$ cat src/rtl/alu_exec_if.sv
// Handshake and data bundle between the ID/EX register, the execute-stage
// ALU and the EX/MEM register. The master drives operands and accepts
// results; the slave (the ALU stage) does the opposite.
interface alu_exec_if #(
  parameter int WIDTH = 32,
  parameter int CNT_W = 16
);
  logic             in_valid;
  logic             in_ready;
  logic [2:0]       alucontrol;
  logic [WIDTH-1:0] src_a;
  logic [WIDTH-1:0] src_b;
  logic             out_valid;
  logic             out_ready;
  logic [WIDTH-1:0] result;
  logic             zero;
  logic             negative;
  logic             carry;
  logic             overflow;
  logic             illegal_op;
  logic [CNT_W-1:0] op_count;

  modport master (
    output in_valid, alucontrol, src_a, src_b, out_ready,
    input  in_ready, out_valid, result, zero, negative, carry, overflow,
           illegal_op, op_count
  );

  modport slave (
    input  in_valid, alucontrol, src_a, src_b, out_ready,
    output in_ready, out_valid, result, zero, negative, carry, overflow,
           illegal_op, op_count
  );
endinterface

$ cat src/rtl/alu_exec_stage.sv
// Execute-stage ALU with registered valid/ready output and a one-entry skid
// buffer. The result and flags are computed at acceptance time and stored as
// a single record, so the output register and the skid entry stay consistent.
module alu_exec_stage #(
  parameter int WIDTH = 32,
  parameter int CNT_W = 16
) (
  input  logic       clk,
  input  logic       rst_n,
  alu_exec_if.slave  bus
);

  localparam logic [2:0] OP_ADD = 3'b000;
  localparam logic [2:0] OP_SUB = 3'b001;
  localparam logic [2:0] OP_AND = 3'b010;
  localparam logic [2:0] OP_OR  = 3'b011;
  localparam logic [2:0] OP_SLT = 3'b101;

  typedef struct packed {
    logic [WIDTH-1:0] result;
    logic             zero;
    logic             negative;
    logic             carry;
    logic             overflow;
    logic             illegal_op;
  } res_t;

  // Evaluate one operation; reserved codes fall through to an all-zero
  // result with only illegal_op set (zero follows from the result).
  function automatic res_t alu_compute(input logic [2:0]       op,
                                       input logic [WIDTH-1:0] a,
                                       input logic [WIDTH-1:0] b);
    res_t           r;
    logic [WIDTH:0] sum;
    logic [WIDTH:0] diff;
    logic           add_ovf;
    logic           sub_ovf;
    sum     = {1'b0, a} + {1'b0, b};
    // a + ~b + 1: bit WIDTH is the no-borrow flag (a >= b unsigned)
    diff    = {1'b0, a} + {1'b0, ~b} + {{WIDTH{1'b0}}, 1'b1};
    add_ovf = (a[WIDTH-1] == b[WIDTH-1]) && (sum[WIDTH-1] != a[WIDTH-1]);
    sub_ovf = (a[WIDTH-1] != b[WIDTH-1]) && (diff[WIDTH-1] != a[WIDTH-1]);
    r = '0;
    case (op)
      OP_ADD: begin
        r.result   = sum[WIDTH-1:0];
        r.carry    = sum[WIDTH];
        r.overflow = add_ovf;
      end
      OP_SUB: begin
        r.result   = diff[WIDTH-1:0];
        r.carry    = diff[WIDTH];
        r.overflow = sub_ovf;
      end
      OP_AND: begin
        r.result = a & b;
      end
      OP_OR: begin
        r.result = a | b;
      end
      OP_SLT: begin
        // signed less-than is sign of the difference corrected by overflow
        r.result   = {{(WIDTH-1){1'b0}}, diff[WIDTH-1] ^ sub_ovf};
        r.carry    = diff[WIDTH];
        r.overflow = sub_ovf;
      end
      default: begin
        r.illegal_op = 1'b1;
      end
    endcase
    r.zero     = (r.result == {WIDTH{1'b0}});
    r.negative = r.result[WIDTH-1];
    return r;
  endfunction

  logic             out_valid_q, out_valid_d;
  res_t             out_q, out_d;
  logic             skid_full_q, skid_full_d;
  res_t             skid_q, skid_d;
  logic [CNT_W-1:0] cnt_q, cnt_d;

  logic             accept_s;
  logic             drain_s;
  res_t             new_res_s;

  assign accept_s  = bus.in_valid && !skid_full_q;
  assign drain_s   = !out_valid_q || bus.out_ready;
  assign new_res_s = alu_compute(bus.alucontrol, bus.src_a, bus.src_b);

  // Next-state for output register, skid entry and acceptance counter.
  always_comb begin
    out_valid_d = out_valid_q;
    out_d       = out_q;
    skid_full_d = skid_full_q;
    skid_d      = skid_q;
    cnt_d       = cnt_q;
    if (accept_s) begin
      cnt_d = cnt_q + {{(CNT_W-1){1'b0}}, 1'b1};
    end else begin
      cnt_d = cnt_q;
    end
    if (drain_s) begin
      if (skid_full_q) begin
        // in_ready is low while the skid is full, so no new input competes
        out_d       = skid_q;
        out_valid_d = 1'b1;
        skid_full_d = 1'b0;
      end else if (accept_s) begin
        out_d       = new_res_s;
        out_valid_d = 1'b1;
      end else begin
        out_valid_d = 1'b0;
      end
    end else begin
      if (accept_s) begin
        skid_d      = new_res_s;
        skid_full_d = 1'b1;
      end else begin
        skid_full_d = skid_full_q;
      end
    end
  end

  // State registers; reset discards both the output and the skid entry.
  always_ff @(posedge clk or negedge rst_n) begin
    if (!rst_n) begin
      out_valid_q <= 1'b0;
      out_q       <= '0;
      skid_full_q <= 1'b0;
      skid_q      <= '0;
      cnt_q       <= '0;
    end else begin
      out_valid_q <= out_valid_d;
      out_q       <= out_d;
      skid_full_q <= skid_full_d;
      skid_q      <= skid_d;
      cnt_q       <= cnt_d;
    end
  end

  assign bus.in_ready   = !skid_full_q;
  assign bus.out_valid  = out_valid_q;
  assign bus.result     = out_q.result;
  assign bus.zero       = out_q.zero;
  assign bus.negative   = out_q.negative;
  assign bus.carry      = out_q.carry;
  assign bus.overflow   = out_q.overflow;
  assign bus.illegal_op = out_q.illegal_op;
  assign bus.op_count   = cnt_q;

endmodule

$ cat src/flat_wrapper.sv
// flat-port wrapper written by rule: the top's interface ports become plain ports
module alu_exec_stage_flat 
#(
  parameter int WIDTH = 32,
  parameter int CNT_W = 16
)
  (clk, rst_n, bus_in_valid, bus_alucontrol, bus_src_a, bus_src_b, bus_out_ready, bus_in_ready, bus_out_valid, bus_result, bus_zero, bus_negative, bus_carry, bus_overflow, bus_illegal_op, bus_op_count);
  alu_exec_if #(.WIDTH(WIDTH), .CNT_W(CNT_W)) bus_i ();
  input  logic clk;
  input  logic rst_n;
  input wire logic [$bits(bus_i.in_valid)-1:0] bus_in_valid;
  input wire logic [$bits(bus_i.alucontrol)-1:0] bus_alucontrol;
  input wire logic [$bits(bus_i.src_a)-1:0] bus_src_a;
  input wire logic [$bits(bus_i.src_b)-1:0] bus_src_b;
  input wire logic [$bits(bus_i.out_ready)-1:0] bus_out_ready;
  output wire logic [$bits(bus_i.in_ready)-1:0] bus_in_ready;
  output wire logic [$bits(bus_i.out_valid)-1:0] bus_out_valid;
  output wire logic [$bits(bus_i.result)-1:0] bus_result;
  output wire logic [$bits(bus_i.zero)-1:0] bus_zero;
  output wire logic [$bits(bus_i.negative)-1:0] bus_negative;
  output wire logic [$bits(bus_i.carry)-1:0] bus_carry;
  output wire logic [$bits(bus_i.overflow)-1:0] bus_overflow;
  output wire logic [$bits(bus_i.illegal_op)-1:0] bus_illegal_op;
  output wire logic [$bits(bus_i.op_count)-1:0] bus_op_count;
  assign bus_i.in_valid = bus_in_valid;
  assign bus_i.alucontrol = bus_alucontrol;
  assign bus_i.src_a = bus_src_a;
  assign bus_i.src_b = bus_src_b;
  assign bus_i.out_ready = bus_out_ready;
  assign bus_in_ready = bus_i.in_ready;
  assign bus_out_valid = bus_i.out_valid;
  assign bus_result = bus_i.result;
  assign bus_zero = bus_i.zero;
  assign bus_negative = bus_i.negative;
  assign bus_carry = bus_i.carry;
  assign bus_overflow = bus_i.overflow;
  assign bus_illegal_op = bus_i.illegal_op;
  assign bus_op_count = bus_i.op_count;
  alu_exec_stage #(.WIDTH(WIDTH), .CNT_W(CNT_W)) u_core (.clk(clk), .rst_n(rst_n), .bus(bus_i));
endmodule
$ cat config.mk
export PLATFORM = sky130hd
export DESIGN_NAME = alu_exec_stage_flat
export DESIGN_NICKNAME = d
export VERILOG_FILES = /design/src/rtl/alu_exec_if.sv /design/src/rtl/alu_exec_stage.sv /design/src/flat_wrapper.sv
export SDC_FILE = /design/constraint.sdc
export NUM_CORES = 1
export LEC_CHECK = 0
export ABC_AREA = 0
export BUFFER_PORTS_ARGS = -buffer_cell sky130_fd_sc_hd__buf_2
export CORE_MARGIN = 2
export CORE_UTILIZATION = 35
export CTS_BUF_LIST = sky130_fd_sc_hd__clkbuf_8 sky130_fd_sc_hd__clkbuf_16
export DETAILED_ROUTE_END_ITERATION = 8
export SLEW_MARGIN = 10
export SYNTH_ARGS = -nofsm -noshare
export SYNTH_HDL_FRONTEND = slang
export SYNTH_SLANG_ARGS = --single-unit
$ cat constraint.sdc
create_clock -name clk -period 5.85 [get_ports clk]
set_clock_uncertainty 0.15 [all_clocks]
set_input_delay 0.585 -clock clk [delete_from_list [all_inputs] [get_ports clk]]
set_output_delay 0.585 -clock clk [all_outputs]
set_load 0.02 [all_outputs]
### After elaboration in Yosys (flattened, before gate mapping)

Cells that the tools add are included.

* register bits: 92
* input bits: 71
* logic and storage cells: 55
* output and inout port bits: 55

* reductions and logical operators: 14
* mux-type cells: 9
* eq/ne operators: 8
* $add $sub $neg: 4
* bitwise logic cells: 5

Operators by type and width (count)
* $pmux W32 S5: 1
* $mux W37: 2
* $add A32 B32 Y33: 2
* $add A33 B1 Y33 const B: 1
* $and A32 B32 Y32: 1
* $logic_not A32 Y1: 1
* $not A32 Y32: 1
* $or A32 B32 Y32: 1
* $add A16 B1 Y16 const B: 1
* $eq A3 B2 Y1 const B: 2
* $mux W1: 5
* $reduce_or A5 Y1: 1
* $pmux W2 S2: 1
* $reduce_and A2 Y1: 2
* $reduce_bool A2 Y1: 2
* $eq A3 B1 Y1 const B: 1
* $eq A3 B3 Y1 const B: 1
* $logic_and A1 B1 Y1: 3
* $logic_not A3 Y1: 1
* $ne A1 B1 Y1: 3
* $logic_not A1 Y1: 2
* $reduce_or A2 Y1: 1
* $eq A1 B1 Y1: 1
* $logic_or A1 B1 Y1: 1
* 2 further kinds: 2

### Longest topological paths before layout

* word-level depth: 10
* gate-level depth with buffers: 24
* depth with buffers taken out: 23

### Worst setup path before layout

No wires, ideal clock.

* path kind: input to register
* start: in bus_src_b[1]
* end: reg u_core.out_q, in the netlist u_core.bus.zero
* setup time: 66 ps
* path slack: 1390 ps
* stages: 21
* buffers on the path: 0
* arrival: 4244 ps
* cell sequence: inv_1 > ha_1 > nor2_1 > o311ai_2 > a31oi_1 > a211oi_2 > o21ai_1 > a221o_1 > a21oi_1 > o21bai_1 > a21oi_1 > o21bai_1 > fa_1 > o211ai_1 > a21oi_1 > a21oi_1 > nand3_1 > nor2_1 > nand4_1 > o31ai_1 > mux2_1

* cells in the longest elaborated chain, start to end: 10
* elaborated cells between the ends (all ways): 13

RTL lines
* start, declared: RTL line flat_wrapper.sv:14 `input wire logic [$bits(bus_i.src_b)-1:0] bus_src_b;`
* $not A32 Y32: RTL line alu_exec_stage.sv:40 `diff = {1'b0, a} + {1'b0, ~b} + {{WIDTH{1'b0}}, 1'b1};`
* $add A32 B32 Y33: RTL line alu_exec_stage.sv:40
* $add A33 B1 Y33: RTL line alu_exec_stage.sv:40
* $ne A1 B1 Y1: RTL line alu_exec_stage.sv:42 `sub_ovf = (a[WIDTH-1] != b[WIDTH-1]) && (diff[WIDTH-1] != a[WIDTH-1]);`
* $logic_and A1 B1 Y1: RTL line alu_exec_stage.sv:42
* $xor A1 B1 Y1: RTL line alu_exec_stage.sv:63 `r.result = {{(WIDTH-1){1'b0}}, diff[WIDTH-1] ^ sub_ovf};`
* $pmux W32 S5 *: RTL line alu_exec_stage.sv:44 `case (op)`
* $logic_not A32 Y1 *: RTL line alu_exec_stage.sv:71 `r.zero = (r.result == {WIDTH{1'b0}});`
* $mux W37 *: RTL line alu_exec_stage.sv:108 `end else if (accept_s) begin`
* $mux W37 *: RTL line alu_exec_stage.sv:103 `if (skid_full_q) begin`
* end signal, assigned: RTL line alu_exec_stage.sv:134 `out_q <= out_d;`
* end, declared: RTL line alu_exec_stage.sv:77 `res_t out_q, out_d;`

Mark *: on every way between the ends. The rest lies on a longest branch, timed or not. The select of a mux whose other input is x is not followed.
A chain may end at the register's enable or synchronous reset.

### Worst setup path in the final report

* start: in bus_src_b[16]
* end: reg u_core.out_q, in the netlist u_core.bus.zero

Same word-level chain as after synthesis.

==> flow_summary.ini <==
[power]
power_w = 0.00251
p_int_w = 0.00154
p_switching_w = 0.000977
clockPowerShare_pct = 26.8
p_per_area_nw_per_um2 = 239
swShare_pct = 38.9
p_leak_nw = 4.96
ir_drop_v = 0.000254
pwr-share-seq_pct = 33.2
p_comb_share_pct = 40.0

[die]
rows = 59
die-area_um2 = 27900
core-area_um2 = 26100
initial_core_util_pct = 35.6
fp.dieW_um = 167
boundaryPins = 126
die_y_um = 167

[clock_network]
clkLatencyLatePin_ns = 0.34
post_cts_buffers = 0
cts_resized = 0
clock-sinks = 90
cts_hold_buf = 0
cts_buffer_depth = 2
cts_tree = yes
htreeDepth = 3
cts.clk_slew.worst_paths_ns = 0.06
cts_root_buf = clkbuf_16
cts_inserted_buffers = 9

[logic_synthesis]
ys_seq_area_share_pct = 24.3
synth_nets = 1427
synth_edf_count = 0
synth_top_area_share_pct = 24.3
ys_warn_count = 0
synth_top_area_cell = dfrtp_1
avgSynthCellArea_um2 = 7.45
syn_inst = 1246
ys_ff_latch = 90
synthesis.area_um2 = 9290
synth-main-ff-cell = dfrtp_1
synth_cell_types = 86
async_reset_ff_share_pct = 100
yosys-top-cells-area = dfrtp_1 (24%), ha_1 (14%), a21oi_1 (6.6%)

[critical_path]
required_ns = 5.98
cpPeakStageDelay_ns = 0.53
crit_buf_inv = 3
worst-endpoint-arrival_ns = 5.15
path_max_fanout = 12
endpoint_kind = flop
crit_chain = buf_2 -> inv_1 -> ha_1 -> inv_1 -> a21oi_1 -> o31ai_1 -> nor2_1 -> o21ai_1 -> a221o_1 -> a21oi_1 -> o21bai_1 -> a21oi_1 -> o21bai_1 -> fa_1 -> nand3b_1 -> a21oi_1 -> nor4b_1 -> nand4_1 -> nor4_1 -> nand4_1 -> nor4_1 -> nand4_1 -> o31ai_1 -> mux2_1
cpMostUsedCell = a21oi_1
critical_path_class = in2reg
cp-start-kind = primary input
crit_family = compound AO/OA/AOI/OAI gates
slowest_stage = o31ai_1

[detailed_routing]
drt_wl_total_um = 29800
via_per_inst = 5.59
drt_iter0_drc = 870
vias = 9284
ant_nets = 0
drt_first_pass_iters = 7
avgRoutedWirePerCell_um = 17.9
drc_errors = 0

[timing]
drv_slew = 0
slew_headroom_pct = 26.8
setup_tns_ns = 0
setup_violations = 0
hold_viol_final = 0
hold_ws_ns = 0.0916
period_share_pct = 85.9
tightest_slew_ns = 1.09
fmax_ghz = 0.199
rsz0062_at_grt = no
period_needed_ns = 5.02

[layout]
nNetsFinal = 1500
layout-drive-gt1-share_pct = 13.8
area_growth_pct = 13.2
utilization_pct = 40.3
final_area_um2 = 10500

[global_routing]
gr-total-overflow = 0
grt_pass1_wl_um = 46900
antenna_found_initial = 2
grtUsageTotal_pct = 20.7
grt_pass1_vias = 8638
grt_max_degree = 70

[run]
maxCapViolCount = 0

[placed_design]
hpwl_um = 23100
io_buffers = 125
gp_congestion = 0.975
place_area_um2 = 10100

[min_path]
hold_path.class = in2async

[status]
status = completed
-- stage by stage --
step / cells / setup slack (ns)
floorplan: 1246 / 1.39
global placement: 1643 / 0.641
detailed placement: 1643 / 0.588
CTS: 1659 / 0.930
global route: 1661 / 0.459
finish: 1661 / 0.827
-- power by group through the flow --
| stage | Clock (W) | Combinational [W] | Sequential (W) |
|---|---|---|---|
| after detailed placement | 0 | 0.000995 | 0.000847 |
| after floorplan | 0 | 0.000578 | 0.000924 |
| after CTS | 0.000692 | 0.000999 | 0.000835 |
| final | 0.000674 | 0.00101 | 0.000835 |
| after global routing | 0.000712 | 0.00111 | 0.000852 |
| after global placement | 0 | 0.000986 | 0.000840 |
-- path summary, 6_finish.rpt --
| path | from | to | slack, ns | cells after the start |
|---|---|---|---|---|
| max in group asynchronous | rst_n | u_core.skid_full_q | 4.41 | 2 |
| min in group clk | u_core.bus.op_count[15] | u_core.bus.op_count[15] | 0.31 | 1 |
| setup / recovery | bus_src_b[16] | u_core.bus.zero | 0.83 | 24 |
| hold reg to reg | u_core.bus.op_count[15] | u_core.bus.op_count[15] | 0.31 | 1 |
| hold / removal | rst_n | u_core.bus.op_count[10] | 0.09 | 1 |
| setup reg to reg | u_core.skid_full_q | u_core.skid_q[4] | 3.09 | 5 |
-- sequential cells by signal, indices dropped and copies added, names as in the netlist --
name                   flops
u_core.bus.overflow        1
u_core.bus.carry           1
u_core.bus.result         31
u_core.bus.zero            1
u_core.skid_full_q         1
u_core.bus.negative        1
u_core.skid_q             36
u_core.bus.op_count       16
u_core.bus.out_valid       1
u_core.bus.illegal_op      1
-- kinds of logic (layout without fill, tap and decap cells) --
group                    Yosys count  after routing  share of synthesized area [%]
flip-flops                        90             90                           24.3
AND/OR/NAND/NOR                  433            433                           21.7
XOR/XNOR                          29             29                           2.74
multiplexers                      14             14                           1.71
buffers and inverters            176            254                           7.40
adder cells (fa/ha/maj)          110            110                           15.1
AO/OA/AOI/OAI                    394            394                           27.1
other                              0              2                              0
-- routing by layer --
layer  wire (µm)  track usage [%]  part of all wire (%)  vias to the layer above
met5           0                0                     0                        -
met4         768             7.12                   2.6                        0
met3        1910             2.59                   6.4                       59
met2       13200             32.0                    44                      392
met1       14000             29.9                    47                     4293
li1            -                -                     -                     4540
-- synth_stat cells, drive strengths merged (6+ instances only) --
master  instances
buf            24
o21bai         10
nand3          20
nor2          114
o21a            6
and2           12
clkbuf         54
xnor2          22
a211oi         19
ha            107
a21o            8
a31oi          10
nor2b          20
nor4           13
nor3           30
a221oi          6
xor2            7
o21ai         111
nand2         155
mux2i           8
o31ai          14
nand2b         20
o221ai         10
o211ai         12
dfrtp          90
inv            96
nand4          17
a21oi         123
a221o           9
-- layout by cell type (no fill, tap or decap), types with 10 or more instances in the layout --
cell / netlist / routed
nor2_1: 114 / 114
and2_1: 12 / 12
ha_1: 107 / 107
nand4_1: 17 / 17
buf_4: 2 / 16
nand3_1: 20 / 20
inv_1: 93 / 94
a211oi_1: 17 / 17
nand2_1: 155 / 154
o221ai_1: 10 / 10
buf_2: 15 / 124
a21oi_1: 122 / 122
dfrtp_1: 90 / 89
o31ai_1: 14 / 14
nand2b_1: 20 / 20
o21ai_1: 12 / 11
a31oi_1: 10 / 10
nor2b_1: 19 / 18
o211ai_1: 12 / 12
o21ai_0: 99 / 99
xnor2_1: 22 / 22
nor4_1: 12 / 12
nor3_1: 30 / 29
o21bai_1: 10 / 10
-- cell type report --
type	count	area (µm²)
antenna	2	5.00
clock buffer	11	253
clock inverter	5	101
fill	2701	15500
inverter	98	368
multi-input combinational	980	6370
sequential	90	2250
tap	335	419
timing repair buffer	140	741
Note: power is estimated with default switching activity, not from simulation.
